===== src/rtl/mul_fp_iter_pkg.sv =====
// Shared definitions for the iterative single-precision multiplier:
// field widths, exponent bias, saturated magnitude and FSM states.
package mul_fp_iter_pkg;

  localparam int unsigned EXP_W  = 8;
  localparam int unsigned FRAC_W = 23;
  localparam int unsigned MANT_W = FRAC_W + 1;
  localparam int unsigned PROD_W = 2 * MANT_W;
  localparam int unsigned BIAS   = 127;

  // Largest representable magnitude (sign bit prepended at use)
  localparam logic [EXP_W+FRAC_W-1:0] SAT_MAX = {8'hFE, 23'h7FFFFF};

  typedef enum logic [1:0] {
    IDLE = 2'd0,
    MUL  = 2'd1,
    NORM = 2'd2,
    DONE = 2'd3
  } state_t;

endpackage


===== src/rtl/mul_fp_iter.sv =====
// Iterative shift-add single-precision multiplier (hidden 1, no denormals,
// exponent field 0 means zero). Fixed latency: valid in the 26th cycle
// after start is accepted.
// Optional build macro: MUL_FP_ITER_ROUND_EN enables round-to-nearest-even;
// without it the fraction is truncated.
module mul_fp_iter
  import mul_fp_iter_pkg::*;
(
  input  logic        clk,
  input  logic        rst,
  input  logic        start,
  input  logic [31:0] a,
  input  logic [31:0] b,
  output logic        busy,
  output logic        valid,
  output logic [31:0] o
);

  state_t              state;
  logic [31:0]         ra;
  logic [31:0]         rb;
  logic [PROD_W-1:0]   p;
  logic [4:0]          cnt;

  logic [MANT_W-1:0]   mant_a;
  logic [MANT_W-1:0]   mant_b;
  logic [4:0]          idx;
  logic [PROD_W-1:0]   addend;
  logic                sign;
  logic signed [9:0]   e;
  logic [FRAC_W-1:0]   frac;
  logic [31:0]         res;
`ifdef MUL_FP_ITER_ROUND_EN
  logic                guard;
  logic                sticky;
  logic [FRAC_W:0]     frac_rnd;
`endif

  assign mant_a = {1'b1, ra[FRAC_W-1:0]};
  assign mant_b = {1'b1, rb[FRAC_W-1:0]};
  assign sign   = ra[31] ^ rb[31];

  // Partial product for the current multiplier bit; counter runs 23..0 so
  // the bit index runs 0..23 (LSB first). The multiplicand is shifted up
  // instead of shifting the product down so no product bit is discarded.
  always_comb begin
    idx    = 5'd23 - cnt;
    addend = '0;
    if (mant_b[idx])
      addend = {{MANT_W{1'b0}}, mant_a} << idx;
  end

  // Normalisation, optional rounding, saturation and zero handling
  always_comb begin
    e = $signed({2'b00, ra[30:23]}) + $signed({2'b00, rb[30:23]}) - 10'sd127;
`ifdef MUL_FP_ITER_ROUND_EN
    guard  = 1'b0;
    sticky = 1'b0;
`endif
    if (p[PROD_W-1]) begin
      frac = p[46:24];
      e    = e + 10'sd1;
`ifdef MUL_FP_ITER_ROUND_EN
      guard  = p[23];
      sticky = |p[22:0];
`endif
    end else begin
      frac = p[45:23];
`ifdef MUL_FP_ITER_ROUND_EN
      guard  = p[22];
      sticky = |p[21:0];
`endif
    end
`ifdef MUL_FP_ITER_ROUND_EN
    frac_rnd = {1'b0, frac};
    if (guard && (sticky || frac[0]))
      frac_rnd = frac_rnd + 24'd1;
    // Carry-out leaves the fraction all-zero; only the exponent moves
    frac = frac_rnd[FRAC_W-1:0];
    if (frac_rnd[FRAC_W])
      e = e + 10'sd1;
`endif
    if (ra[30:23] == '0 || rb[30:23] == '0)
      res = '0;
    else if (e >= 10'sd255)
      res = {sign, SAT_MAX};
    else if (e <= 10'sd0)
      res = '0;
    else
      res = {sign, e[7:0], frac};
  end

  // Control FSM with shift-add datapath and registered outputs
  always_ff @(posedge clk or posedge rst) begin
    if (rst) begin
      state <= IDLE;
      busy  <= 1'b0;
      valid <= 1'b0;
      o     <= '0;
      ra    <= '0;
      rb    <= '0;
      p     <= '0;
      cnt   <= '0;
    end else begin
      case (state)
        IDLE: begin
          valid <= 1'b0;
          if (start) begin
            ra    <= a;
            rb    <= b;
            p     <= '0;
            cnt   <= 5'd23;
            busy  <= 1'b1;
            state <= MUL;
          end
        end
        MUL: begin
          p <= p + addend;
          if (cnt == '0)
            state <= NORM;
          else
            cnt <= cnt - 5'd1;
        end
        NORM: begin
          o     <= res;
          busy  <= 1'b0;
          valid <= 1'b1;
          state <= DONE;
        end
        DONE: begin
          valid <= 1'b0;
          state <= IDLE;
        end
        default: state <= IDLE;
      endcase
    end
  end

endmodule


===== config.mk =====
export PLATFORM = sky130hd
export DESIGN_NAME = mul_fp_iter
export DESIGN_NICKNAME = d
export VERILOG_FILES = /design/src/rtl/mul_fp_iter_pkg.sv /design/src/rtl/mul_fp_iter.sv
export SDC_FILE = /design/constraint.sdc
export NUM_CORES = 1
export LEC_CHECK = 0
export BUFFER_PORTS_ARGS = -buffer_cell sky130_fd_sc_hd__buf_2
export CELL_PAD_IN_SITES_DETAIL_PLACEMENT = 1
export CELL_PAD_IN_SITES_GLOBAL_PLACEMENT = 1
export CORE_MARGIN = 4
export CORE_UTILIZATION = 45
export DETAILED_ROUTE_END_ITERATION = 16
export GPL_TIMING_DRIVEN = 0
export PLACE_DENSITY = 0.83
export SYNTH_ARGS = -nofsm -noshare
export SYNTH_HDL_FRONTEND = slang
export SYNTH_SLANG_ARGS = --single-unit

===== constraint.sdc =====
create_clock -name clk -period 7 [get_ports clk]
set_clock_uncertainty 0.1 [all_clocks]
set_input_delay 0 -clock clk [delete_from_list [all_inputs] [get_ports clk]]
set_output_delay 0 -clock clk [all_outputs]
set_load 0.005 [all_outputs]

# After elaboration in Yosys (flattened, before gate mapping)
# Cells that the tools add are included.
# W data, S select, Z words.
# op_classes
addsub	6
n_lt_le_gt_ge	3
n_eq_ne	6
shift	1
mux	19
bitwise	1
reduce_logical	14
# ops
op	n
$mux W32	3
$mux W48	2
$pmux W48 S2	1
$add A48 B48 Y48	1
$shl A24 B5 Y48	1
$mux W23	1
$logic_not A8 Y1	2
$add A10 B2 Y10 const B	1
$ge A10 B9 Y1 const B	1
$le A10 B1 Y1 const B	1
$mux W10	1
$mux W5	2
$pmux W5 S2	1
$sub A9 B7 Y10 const B	1
$add A8 B8 Y9	1
$pmux W2 S4	1
$reduce_and A2 Y1	4
$lt A5 B6 Y1 const B	1
$ne A2 B2 Y1 const B	3
$reduce_bool A2 Y1	3
$bmux W1 S5	1
$logic_not A5 Y1	1
$sub A5 B1 Y5 const B	1
$sub A5 B5 Y5 const A	1
10 further kinds	14
# totals
regBits	153

# Logic depth before layout (Yosys ltp)
# Gate-level depths: netlist (run 1).
# depth
ltp_word	8
ltp_mapped	22

# Worst setup path after synthesis (run 1)
# Ideal clock, no wire load.
# synth_timing
kind	flip-flop to flip-flop
start	reg cnt[1]
end	reg p[40]
setup_ps	69
t_arrival_ps	4502
required_time_ps	6831
setup_slack_ps	2329
path_stages_with_launch	19
synth_period_minus_slack_ps	4671
path_cell_list	dfrtp_1 > buf_1 > clkbuf_1 > buf_1 > nand4_1 > nor2_1 > ha_1 > inv_1 > fa_1 > nand2b_1 > a21oi_1 > or2_1 > buf_6 > a211oi_2 > or4_1 > a32o_2 > o21a_1 > or4_1 > nand3_1
# synth_between
elab_chain_cells	6
elab_cells_between_ends	7
# synth_lines
element	line	text
start: declaration	mul_fp_iter.sv:23	logic [4:0] cnt;
start signal: assignment	mul_fp_iter.sv:122	cnt <= cnt - 5'd1;
$sub A5 B5 Y5 (*)	mul_fp_iter.sv:47	idx = 5'd23 - cnt;
$bmux W1 S5	mul_fp_iter.sv:49	if (mant_b[idx])
$mux W1 (implied by the code)	mul_fp_iter.sv:49	
$mux W48 (*)	mul_fp_iter.sv:49	
$add A48 B48 Y48 (*)	mul_fp_iter.sv:118	p <= p + addend;
$pmux W48 S2 (*)	mul_fp_iter.sv:105	case (state)
end signal: assignment	mul_fp_iter.sv:118	
end: declaration	mul_fp_iter.sv:22	logic [PROD_W-1:0] p;
# Mark *: on every way between the ends. The rest lies on a longest branch, timed or not. The select of a mux whose other input is x is not followed.
# A chain may end at the register's enable or synchronous reset.

# Final worst setup path (run 1)
# Same ends and word-level chain as after synthesis.

==> flow_metrics.py, run 1 <==
metrics = {
    "status": {
        "status": "complete, no violations",
    },
    "worst_setup_path": {
        "criticalPathCategory": "reg -> reg",
        "critPathMaxFanout": 10,
        "cp_cell_sequence": "buf_1 > clkbuf_1 > buf_1 > mux4_2 > a32oi_1 > nor2_1 > ha_1 > nand3_1 > a21oi_1 > or2_1 > buf_6 > a211oi_2 > or4_1 > a32o_2 > o21a_1 > or4_1 > nand3_1",
        "cp-end-kind": "flip-flop",
        "timing.reg2reg.setup_slack_ns": 0.81,
        "critPathArrivalTime_ns": 6.46,
        "slowest_delay_ns": 0.65,
        "startpoint_type": "flip-flop",
        "cp.required_ns": 7.27,
        "worstReg2RegEnd": "p[40]",
        "reg2reg_depth": 17,
        "rr_startpoint": "cnt[1]",
        "cpMaxStageDelayCell": "a32oi_1",
    },
    "finish": {
        "drive_gt1_share_pct": 19.0,
        "n_fill_cell": 2753,
        "finalNetCount": 1511,
        "area_growth_pct": 20.1,
        "fin_cells": 1709,
    },
    "timing": {
        "setup_violations": 0,
        "hold_viol_final": 0,
        "max_slew_margin_pct": 30.0,
        "rsz0062_at_grt": "no",
        "setup_tns_ns": 0,
        "fmax_mhz": 162,
        "tightest_slew_ns": 1.02,
        "fin_crit_ns": 6.19,
        "period_share_pct": 88.4,
        "slew_viol_final": 0,
    },
    "global_route": {
        "antenna_found_initial": 4,
        "grt_start_max_net_pins": 93,
        "grt_first_pass_wirelength_um": 63800,
        "grt_use_total_pct": 30.5,
        "gr-total-overflow": 0,
        "grt_pass1_vias": 11423,
    },
    "synth": {
        "yosysWarnings": 0,
        "ys_seq_area_share_pct": 34.9,
        "synth_cell_types": 78,
        "syn_area_um2": 11000,
        "async_reset_ff_share_pct": 100,
        "syn_inst": 1187,
        "yosys-top-cells-count": "153 x dfrtp_1, 127 x nand2_1, 80 x nor2_1",
        "synth_most_common_cell": "dfrtp_1",
        "yosysTopAreaCellShare_pct": 34.9,
        "synth-seq-cells": 153,
        "synth_edf_count": 0,
        "syn_avg_cell_area_um2": 9.23,
        "syn_nets": 1325,
        "synthTopCellsByArea": "dfrtp_1 35%, ha_1 7.9%, mux2_2 7.5%",
        "synth_top_area_cell": "dfrtp_1",
        "yosys_most_used_dff": "dfrtp_1",
    },
    "power_and_ir_drop": {
        "switchingPower_mw": 3.86,
        "seq_power_share_pct": 21.5,
        "p_int_mw": 3.69,
        "p_per_area_nw_per_um2": 574,
        "combPwrFrac_pct": 65.5,
        "clockPowerShare_pct": 13.0,
        "leakagePower_nw": 5.93,
        "p_sw_share_pct": 51.1,
        "irDropWorstVdd_mv": 0.258,
    },
    "place": {
        "place.detailed.instances": 1607,
        "port_buffers": 100,
        "gp_routability_congestion": 0.914,
        "dp_hpwl_um": 25300,
    },
    "routing": {
        "num_vias": 10412,
        "avgViaCountPerCell": 6.09,
        "drc": 0,
        "first_pass_iters": 5,
        "drtIter0Drc": 834,
        "wl_per_cell_um": 23.4,
        "wl_um": 40000,
        "antenna_left": 0,
    },
    "clock_network": {
        "htreeDepth": 4,
        "cts_tree": "done",
        "clockBufferDepth": 2,
        "clock-root-buffer": "clkbuf_16",
        "cts_sinks": 153,
        "clock_latency_ns": 0.46,
        "clk_pin_slew_worst_paths_ns": 0.09,
        "cts-resized-gates": 0,
        "cts_buffers": 17,
    },
    "floorplanning": {
        "io_pins": 101,
        "dieArea_um2": 26900,
        "start_util_pct": 46.3,
        "die_h_um": 164,
        "fp.dieW_um": 164,
        "core-area_um2": 23700,
        "rows": 56,
    },
    "worst_hold_path": {
        "min_path_type": "in -> async",
    },
    "flow_run": {
        "maxCapViolCount": 0,
    },
}
==> cells in the final DEF, fill, tap and decap left out, drive strengths merged, types with 8 or more instances in the layout <==
cell	n
o21bai	8
nand3	24
ha	69
nor2	80
inv	70
dlygate4sd3	66
a211oi	39
a21oi	71
clkbuf	59
o22ai	43
dfrtp	153
mux4	21
and2	10
xor2	29
a21o	22
mux2i	21
buf	122
nand2	128
xnor2	28
o21ai	84
mux2	73
nand4	11
o21a	10
nor2b	35
==> cell type report <==
| cell class | count | area (um^2) | share of cell area [%] |
|---|---|---|---|
| multi-input cells | 909 | 6610 | 50.2 |
| flip-flops and latches | 153 | 3830 | 29.1 |
| repair buffers | 167 | 1190 | 9.03 |
| clock buffers | 17 | 425 | 3.23 |
| well taps | 319 | 399 | 3.03 |
| plain buffers | 63 | 293 | 2.22 |
| inverters | 62 | 238 | 1.81 |
| clock inverters | 15 | 175 | 1.33 |
| diodes | 4 | 10.0 | 0.0760 |
==> repair_timing <==
action / 4_1_cts / 5_1_grt
hold buffers: 66 / 0
setup buffers: 0 / 0
hold endpoints to repair: 127 / 0
==> kinds of logic (layout without fill, tap and decap cells) <==
family	count (synthesis)	in the layout	share of synthesized area, %
other	0	4	0
adders and majority gates	71	71	8.24
DFF	153	153	34.9
AOI/OAI and AO/OA	335	335	19.5
muxes	115	115	13.7
xor gates and xnor gates	57	57	4.55
buffers and inverters	125	324	4.79
and+or+nand+nor	331	331	14.2
==> stage by stage <==
step | hold slack, ns | cell area (um^2) | utilization [%] | setup slack (ns) | power, mW
after floorplan | 0.0506 | 11000 | - | 2.33 | 4.93
after global placement | 0.132 | 11900 | 50.1 | 1.06 | 5.99
after detailed placement | 0.0237 | 11900 | 50.2 | 1.20 | 6.20
after CTS | 0.108 | 13200 | 55.5 | 1.16 | 7.24
after global routing | 0.139 | 13200 | 55.6 | 0.521 | 8.05
final | 0.0933 | 13200 | 55.6 | 0.811 | 7.56
==> registers in the layout, indices dropped and copies added (netlist names) <==
| signal | count |
|---|---|
| p | 48 |
| o | 32 |
| ra | 32 |
| rb | 32 |
| cnt | 5 |
| state | 2 |
| busy | 1 |
| valid | 1 |
==> worst max-delay path by stage <==
stage / start / endpoint / depth (start not counted) / slack, ns
3_5_place_dp: cnt[1] / p[40] / 17 / 1.20
5_1_grt: cnt[1] / p[37] / 16 / 0.52
6_report: cnt[1] / p[40] / 17 / 0.81
2_1_floorplan: cnt[1] / p[40] / 18 / 2.33
4_1_cts: cnt[1] / p[37] / 16 / 1.16
3_3_place_gp: rst / o[0] / 2 / 1.06
==> power by group through the flow <==
stage / Sequential, mW / Clock, mW / Combinational (mW)
after floorplan: 1.47 / 0 / 3.46
after global placement: 1.53 / 0 / 4.45
after detailed placement: 1.57 / 0 / 4.63
after CTS: 1.56 / 0.959 / 4.72
after global routing: 1.66 / 1.03 / 5.37
final: 1.63 / 0.980 / 4.95
==> per-layer routing <==
layer,GRT usage (%),wire length [um],up-vias
li1,-,-,4687
met1,34.5,15300,5080
met2,53.7,19900,473
met3,5.70,2280,172
met4,17.8,2470,0
met5,0,0,-
==> worst max-delay path: cells and delay by family (launching register included) <==
| family | cells | cell delay (ns) |
|---|---|---|
| buffers and inverters | 4 | 1.69 |
| and+or+nand+nor | 6 | 1.55 |
| AOI/OAI and AO/OA | 5 | 1.52 |
| muxes | 1 | 0.46 |
| DFF | 1 | 0.39 |
| adders and majority gates | 1 | 0.39 |
Power figures use the tool's default switching activity.
==> inputs of run 2 (changes only) <==
--- a/config.mk
+++ b/config.mk
@@ -5,14 +5,16 @@
 export SDC_FILE = /design/constraint.sdc
 export NUM_CORES = 1
 export LEC_CHECK = 0
-export BUFFER_PORTS_ARGS = -buffer_cell sky130_fd_sc_hd__buf_2
+export ABC_AREA = 1
 export CELL_PAD_IN_SITES_DETAIL_PLACEMENT = 1
 export CELL_PAD_IN_SITES_GLOBAL_PLACEMENT = 1
 export CORE_MARGIN = 4
 export CORE_UTILIZATION = 45
 export DETAILED_ROUTE_END_ITERATION = 16
+export DONT_BUFFER_PORTS = 1
 export GPL_TIMING_DRIVEN = 0
-export PLACE_DENSITY = 0.83
+export PLACE_DENSITY = 0.84
+export SKIP_CTS_REPAIR_TIMING = 1
 export SYNTH_ARGS = -nofsm -noshare
 export SYNTH_HDL_FRONTEND = slang
 export SYNTH_SLANG_ARGS = --single-unit
==> run 2 against run 1 <==
- critical path depth unchanged
- setup slack improved by 1.2 ns
- global-route usage decreased by 0.13 points
- first-iteration DRC count increased by 12%
- sequential cell count unchanged
- clock-buffer cell count unchanged
- non-clock buffer count decreased by 98
- final cell count increased by 38%
- sequential share of layout area decreased by 1.9 points
- largest cell class unchanged
- largest power group unchanged
==> flow_metrics.py, run 2 <==
metrics = {
    "synth": {
        "synthTopCellsByArea": "dfrtp_1 31%, nand2_1 21%, o21ai_0 8.5%",
        "synth_most_common_cell": "nand2_1",
        "synth-seq-cells": 153,
        "yosys_most_used_dff": "dfrtp_1",
        "synth_top_family_by_area": "simple AND/OR/NAND/NOR gates",
        "syn_area_um2": 12300,
        "yosysWarnings": 0,
        "syn_avg_cell_area_um2": 6.44,
        "synthXorXnorAreaFrac_pct": 0.284,
        "yosys-top-cells-count": "682 x nand2_1, 209 x o21ai_0, 203 x inv_1",
        "synth-compound-area-share_pct": 15.5,
        "ys_seq_area_share_pct": 31.0,
        "syn_nets": 2055,
        "async_reset_ff_share_pct": 100,
        "synthMuxAreaShare_pct": 1.87,
        "syn_inst": 1917,
        "yosysTopAreaCellShare_pct": 31.0,
        "synth_cell_types": 51,
        "synth-adder-area-share_pct": 7.32,
        "synth_top_area_cell": "dfrtp_1",
        "yosys.area_share.simple_pct": 34.7,
        "synth_edf_count": 0,
    },
    "global_route": {
        "grt_use_total_pct": 30.4,
        "gr-total-overflow": 0,
        "antenna_found_initial": 2,
        "grt_pass1_vias": 13580,
        "grt_first_pass_wirelength_um": 73200,
        "grt_start_max_net_pins": 114,
    },
    "timing": {
        "setup_tns_ns": 0,
        "rsz0062_at_grt": "no",
        "fin_crit_ns": 4.95,
        "max_slew_margin_pct": 15.2,
        "period_share_pct": 70.7,
        "fmax_mhz": 202,
        "setup_violations": 0,
        "slew_viol_final": 0,
        "tightest_slew_ns": 1.27,
        "hold_viol_final": 0,
    },
    "floorplanning": {
        "rows": 60,
        "start_util_pct": 45.8,
        "fp.dieW_um": 174,
        "io_pins": 101,
        "die_h_um": 174,
        "core-area_um2": 27000,
        "dieArea_um2": 30100,
    },
    "place": {
        "gp_routability_congestion": 0.962,
        "port_buffers": 0,
        "placed_area_um2": 12800,
        "dp_hpwl_um": 36500,
        "place.detailed.instances": 2259,
    },
    "worst_setup_path": {
        "slowest_delay_ns": 0.65,
        "criticalPathCategory": "reg -> reg",
        "startpoint_type": "flip-flop",
        "cp_cell_sequence": "inv_1 > buf_2 > clkbuf_1 > o21ai_0 > o21ai_0 > mux2i_1 > o21ai_0 > ha_1 > nand2_1 > inv_1 > a21oi_1 > o21ai_0 > a31oi_1 > nand3_1 > nand2_1 > nand2_1 > o21ai_0",
        "cpMaxStageDelayCell": "o21ai_0",
        "critPathArrivalTime_ns": 5.19,
        "cp.required_ns": 7.24,
        "cpMostUsedCell": "o21ai_0",
        "path_delay_family": "compound AO/OA/AOI/OAI gates",
        "cp-end-kind": "flip-flop",
        "worst-path-buf-inv": 4,
        "critPathMaxFanout": 10,
    },
    "finish": {
        "fin_cells": 2360,
        "layout.cells.most_common": "nand2_1",
        "n_fill_cell": 3684,
        "final_cell_mix": "682 x nand2_1, 209 x o21ai_0, 202 x inv_1",
        "area_growth_pct": 14.2,
        "multi_input_area_um2": 7370,
        "largest_register_ffs": 48,
        "finalNetCount": 2142,
        "stdcell_area_um2": 14100,
        "seqCellArea_um2": 3830,
        "regMostFlops": "p",
        "drive_gt1_share_pct": 5.95,
    },
    "routing": {
        "drtIter0Drc": 935,
        "drc": 0,
        "num_vias": 13560,
        "antenna_left": 0,
        "wl_per_cell_um": 21.5,
        "avgViaCountPerCell": 5.75,
        "first_pass_iters": 5,
        "wl_um": 50700,
    },
    "status": {
        "status": "complete, no violations",
    },
    "power_and_ir_drop": {
        "leakagePower_nw": 6.93,
        "p_per_area_nw_per_um2": 527,
        "total_power_mw": 7.42,
        "irDropWorstVdd_mv": 0.174,
    },
    "flow_run": {
        "maxCapViolCount": 0,
    },
    "clock_network": {
        "clock_latency_ns": 0.46,
        "cts_sinks": 153,
        "clk_pin_slew_worst_paths_ns": 0.08,
        "htreeDepth": 4,
        "cts_buffers": 17,
        "clockBufferDepth": 2,
        "clock-root-buffer": "clkbuf_16",
        "cts_tree": "done",
    },
    "worst_hold_path": {
        "min_path_type": "in -> async",
    },
}
## run 2: cell types whose count changed after synthesis, sizes merged, moves of 21 or more
cell / previous run / this run
o21ai: 84 / 214
nor2: 80 / 178
xor2: 29 / 3
inv: 62 / 212
nand2: 128 / 716
a211oi: 39 / 0
o22ai: 43 / 16
mux4: 21 / 0
xnor2: 28 / 1
mux2: 73 / 0
nor2b: 35 / 0
nand3: 24 / 89
## run 2: routing by layer
layer	vias to the layer above	share of wire [%]	global-route usage [%]
met1	6513	40	39.1
li1	6362	-	-
met4	0	5.1	11.3
met2	520	47	50.4
met5	-	0	0
met3	165	7.6	6.67
## run 2: worst register-to-register path, stage by stage, from the launching register on
cell and delay [ns]:
dfrtp_1 0.47, inv_1 0.26, buf_2 0.29, clkbuf_1 0.37
o21ai_0 0.22, o21ai_0 0.35, mux2i_1 0.19, o21ai_0 0.65
ha_1 0.41, nand2_1 0.14, inv_1 0.05, a21oi_1 0.19
o21ai_0 0.20, a31oi_1 0.27, nand3_1 0.23, nand2_1 0.11
nand2_1 0.05, o21ai_0 0.30
## run 2: cells by family after synthesis
logic type	count (synthesis)
AOI/OAI and AO/OA	358
xor gates and xnor gates	4
adders and majority gates	71
buffers and inverters	278
DFF	153
muxes	23
and+or+nand+nor	1030
## run 2: area by class of cell
type,count,area share [%]
inverter,214,5.77
multi-input combinational,1486,52.3
timing repair buffer,68,5.08
clock inverter,15,1.22
tap,341,3.03
sequential,153,27.2
buffer,64,2.37
clock buffer,17,3.02
antenna,2,0.0355
## run 2: per-stage QoR
step | hold WS (ns) | utilization (%) | worst slack [ns]
2_1_floorplan | 0.00962 | - | 2.78
6_report | 0.0323 | 52.3 | 2.05
5_1_grt | 0.0546 | 52.3 | 1.85
3_3_place_gp | 0.0120 | 47.4 | 0.954
3_5_place_dp | -0.246 | 47.5 | 2.48
4_1_cts | -0.726 | 49.7 | 2.42
## run 2: worst paths after layout
check,startpoint,end,slack [ns],depth (start not counted)
worst max register to register,cnt[1],p[46],2.05,17
min in group clk,start,cnt[4],0.03,4
worst min-delay path,rst,o[27],0.03,3
worst max-delay path,cnt[1],p[46],2.05,17
worst min register to register,rb[7],rb[7],0.39,2
max in group asynchronous,rst,ra[18],6.11,3
## run 2: report_power, final
| group | total [mW] | internal [mW] | leakage (nW) | switching [mW] |
|---|---|---|---|---|
| clock network | 1.04 | 0.514 | 0.285 | 0.522 |
| registers | 1.58 | 1.24 | 1.96 | 0.341 |
| logic | 4.80 | 1.44 | 4.68 | 3.37 |
| total | 7.42 | 3.19 | 6.93 | 4.23 |
==> inputs of run 3 (changes only) <==
--- a/config.mk
+++ b/config.mk
@@ -5,7 +5,7 @@
 export SDC_FILE = /design/constraint.sdc
 export NUM_CORES = 1
 export LEC_CHECK = 0
-export ABC_AREA = 1
+export ABC_AREA = 0
 export CELL_PAD_IN_SITES_DETAIL_PLACEMENT = 1
 export CELL_PAD_IN_SITES_GLOBAL_PLACEMENT = 1
 export CORE_MARGIN = 4
@@ -13,7 +13,7 @@
 export DETAILED_ROUTE_END_ITERATION = 16
 export DONT_BUFFER_PORTS = 1
 export GPL_TIMING_DRIVEN = 0
-export PLACE_DENSITY = 0.84
+export PLACE_DENSITY = 0.79
 export SKIP_CTS_REPAIR_TIMING = 1
 export SYNTH_ARGS = -nofsm -noshare
 export SYNTH_HDL_FRONTEND = slang
==> constraint.sdc (replaced) <==
create_clock -name clk -period 5.1 [get_ports clk]
set_clock_uncertainty 0.1 [all_clocks]
set_input_delay 0 -clock clk [delete_from_list [all_inputs] [get_ports clk]]
set_output_delay 0 -clock clk [all_outputs]
set_load 0.005 [all_outputs]
==> run 3 against run 2 <==
- clock power up 27%
- largest cell class unchanged
- final cell count shrank 32%
- non-clock buffer count is the same
==> flow_metrics.py, run 3 (same netlist as run 1, synthesis figures left out) <==
metrics = {
    "finish": {
        "area_growth_pct": 17.3,
        "drive_gt1_share_pct": 16.0,
        "stdcell_area_um2": 12900,
        "layout.cells.most_common": "dfrtp_1",
        "fin_cells": 1607,
        "final_cell_mix": "152 x dfrtp_1, 127 x nand2_1, 78 x nor2_1",
        "finish.utilization_pct": 54.3,
        "largest_register_ffs": 48,
        "regMostFlops": "p",
        "finalNetCount": 1413,
        "antennaDiodeCount": 0,
    },
    "status": {
        "status": "complete, no violations",
    },
    "routing": {
        "drc": 0,
        "drtIter0Drc": 861,
        "avgViaCountPerCell": 6.12,
        "num_vias": 9829,
        "antenna_left": 0,
        "wl_per_cell_um": 23.0,
        "wl_um": 36900,
        "first_pass_iters": 5,
    },
    "worst_setup_path": {
        "cpMaxStageDelayCell": "a211o_2",
        "critPathArrivalTime_ns": 5.25,
        "cp-end-kind": "flip-flop",
        "criticalPathCategory": "reg -> reg",
        "startpoint_type": "flip-flop",
        "slowest_delay_ns": 0.44,
        "cp.required_ns": 5.32,
        "cpMostUsedCell": "a21oi_1",
        "critPathMaxFanout": 8,
        "cp_cell_sequence": "clkbuf_4 > mux4_2 > nand2_1 > a211o_2 > and2_0 > clkbuf_2 > and2_0 > clkbuf_2 > nor2_1 > ha_1 > a21oi_1 > o21ai_0 > a21oi_1 > o221a_2 > and2_1 > a21oi_1 > a31o_2 > a211oi_1 > o21ai_1",
    },
    "clock_network": {
        "clock_latency_ns": 0.45,
        "cts_sinks": 153,
        "clock-root-buffer": "clkbuf_16",
        "clk_pin_slew_worst_paths_ns": 0.08,
        "cts_buffers": 17,
        "htreeDepth": 4,
        "clockBufferDepth": 2,
        "cts_tree": "done",
    },
    "floorplanning": {
        "dieArea_um2": 26900,
        "io_pins": 101,
        "fp.dieW_um": 164,
        "core-area_um2": 23700,
        "die_h_um": 164,
        "start_util_pct": 46.3,
        "rows": 56,
    },
    "timing": {
        "setup_tns_ns": 0,
        "whs_ns": 0.0405,
        "worst_slack_ns": 0.0644,
        "fmax_mhz": 199,
        "tightest_slew_ns": 0.986,
        "max_slew_margin_pct": 32.4,
        "period_share_pct": 98.7,
        "slew_viol_final": 0,
        "setup_violations": 0,
        "fin_crit_ns": 5.04,
        "rsz0062_at_grt": "yes",
        "hold_viol_final": 0,
    },
    "global_route": {
        "antenna_found_initial": 0,
        "grt_first_pass_wirelength_um": 52600,
        "grt_pass1_vias": 9735,
        "gr-total-overflow": 0,
        "grt_use_total_pct": 24.5,
        "grt_start_max_net_pins": 91,
    },
    "place": {
        "place.detailed.instances": 1507,
        "port_buffers": 0,
        "placed_area_um2": 11400,
        "place_ws_ns": -0.724,
        "dp_hpwl_um": 25000,
        "gp_routability_congestion": 0.919,
    },
    "power_and_ir_drop": {
        "p_per_area_nw_per_um2": 801,
        "total_power_mw": 10.3,
        "leakagePower_nw": 5.60,
        "irDropWorstVdd_mv": 0.344,
    },
    "worst_hold_path": {
        "min_path_type": "in -> async",
    },
    "flow_run": {
        "maxCapViolCount": 0,
    },
}
-- run 3: changes by cell type in the layout (fill, tap and decap cells not counted), moves of 30 or more --
cell      delta
a211oi_1    +33
inv_1      -141
mux2_2      +73
nand2_1    -555
nand2_2     -30
nand3_1     -58
nor2_1      -91
nor2b_1     +34
o21ai_0    -153
-- run 3: worst max-delay path, delay by kind of cell (launching register included) --
kind | cells | cell delay [ns]
buffers and inverters | 3 | 0.57
AO/OA/AOI/OAI | 9 | 2.18
multiplexers | 1 | 0.36
adder cells (fa/ha/maj) | 1 | 0.38
flip-flops | 1 | 0.38
AND/OR/NAND/NOR | 5 | 0.93
-- run 3: power by group --
group	switching, mW	leakage (nW)	internal [mW]
combinational	4.03	3.39	2.70
sequential	0.518	1.92	1.73
clock	0.653	0.290	0.663
total	5.20	5.60	5.09
-- run 3: path summary, 6_finish.rpt --
| kind | cells past startpoint | to | startpoint | slack, ns |
|---|---|---|---|---|
| max | 19 | p[45] | cnt[0] | 0.06 |
| min | 2 | rb[13] | rst | 0.04 |
| max reg2reg | 19 | p[45] | cnt[0] | 0.06 |
| min reg2reg | 2 | p[5] | p[5] | 0.41 |
| max in group asynchronous | 3 | p[27] | rst | 3.99 |
| min in group clk | 4 | p[19] | start | 0.05 |
-- run 3: final cells by class --
cell class	count	area, um^2
Buffer	61	325
Clock buffer	17	425
Clock inverter	15	175
Fill cell	2677	10800
Inverter	62	238
Multi-Input combinational cell	909	6740
Sequential cell	153	3830
Tap cell	319	399
Timing Repair Buffer	71	718
-- run 3: routing by layer --
layer  GRT usage [%]  vias to the layer above  routed length, um
met4            7.24                        0               1240
li1                -                     4492                  -
met2            42.1                      380              18600
met3            3.54                       90               1900
met1            32.2                     4867              15200
met5               0                        -                  0
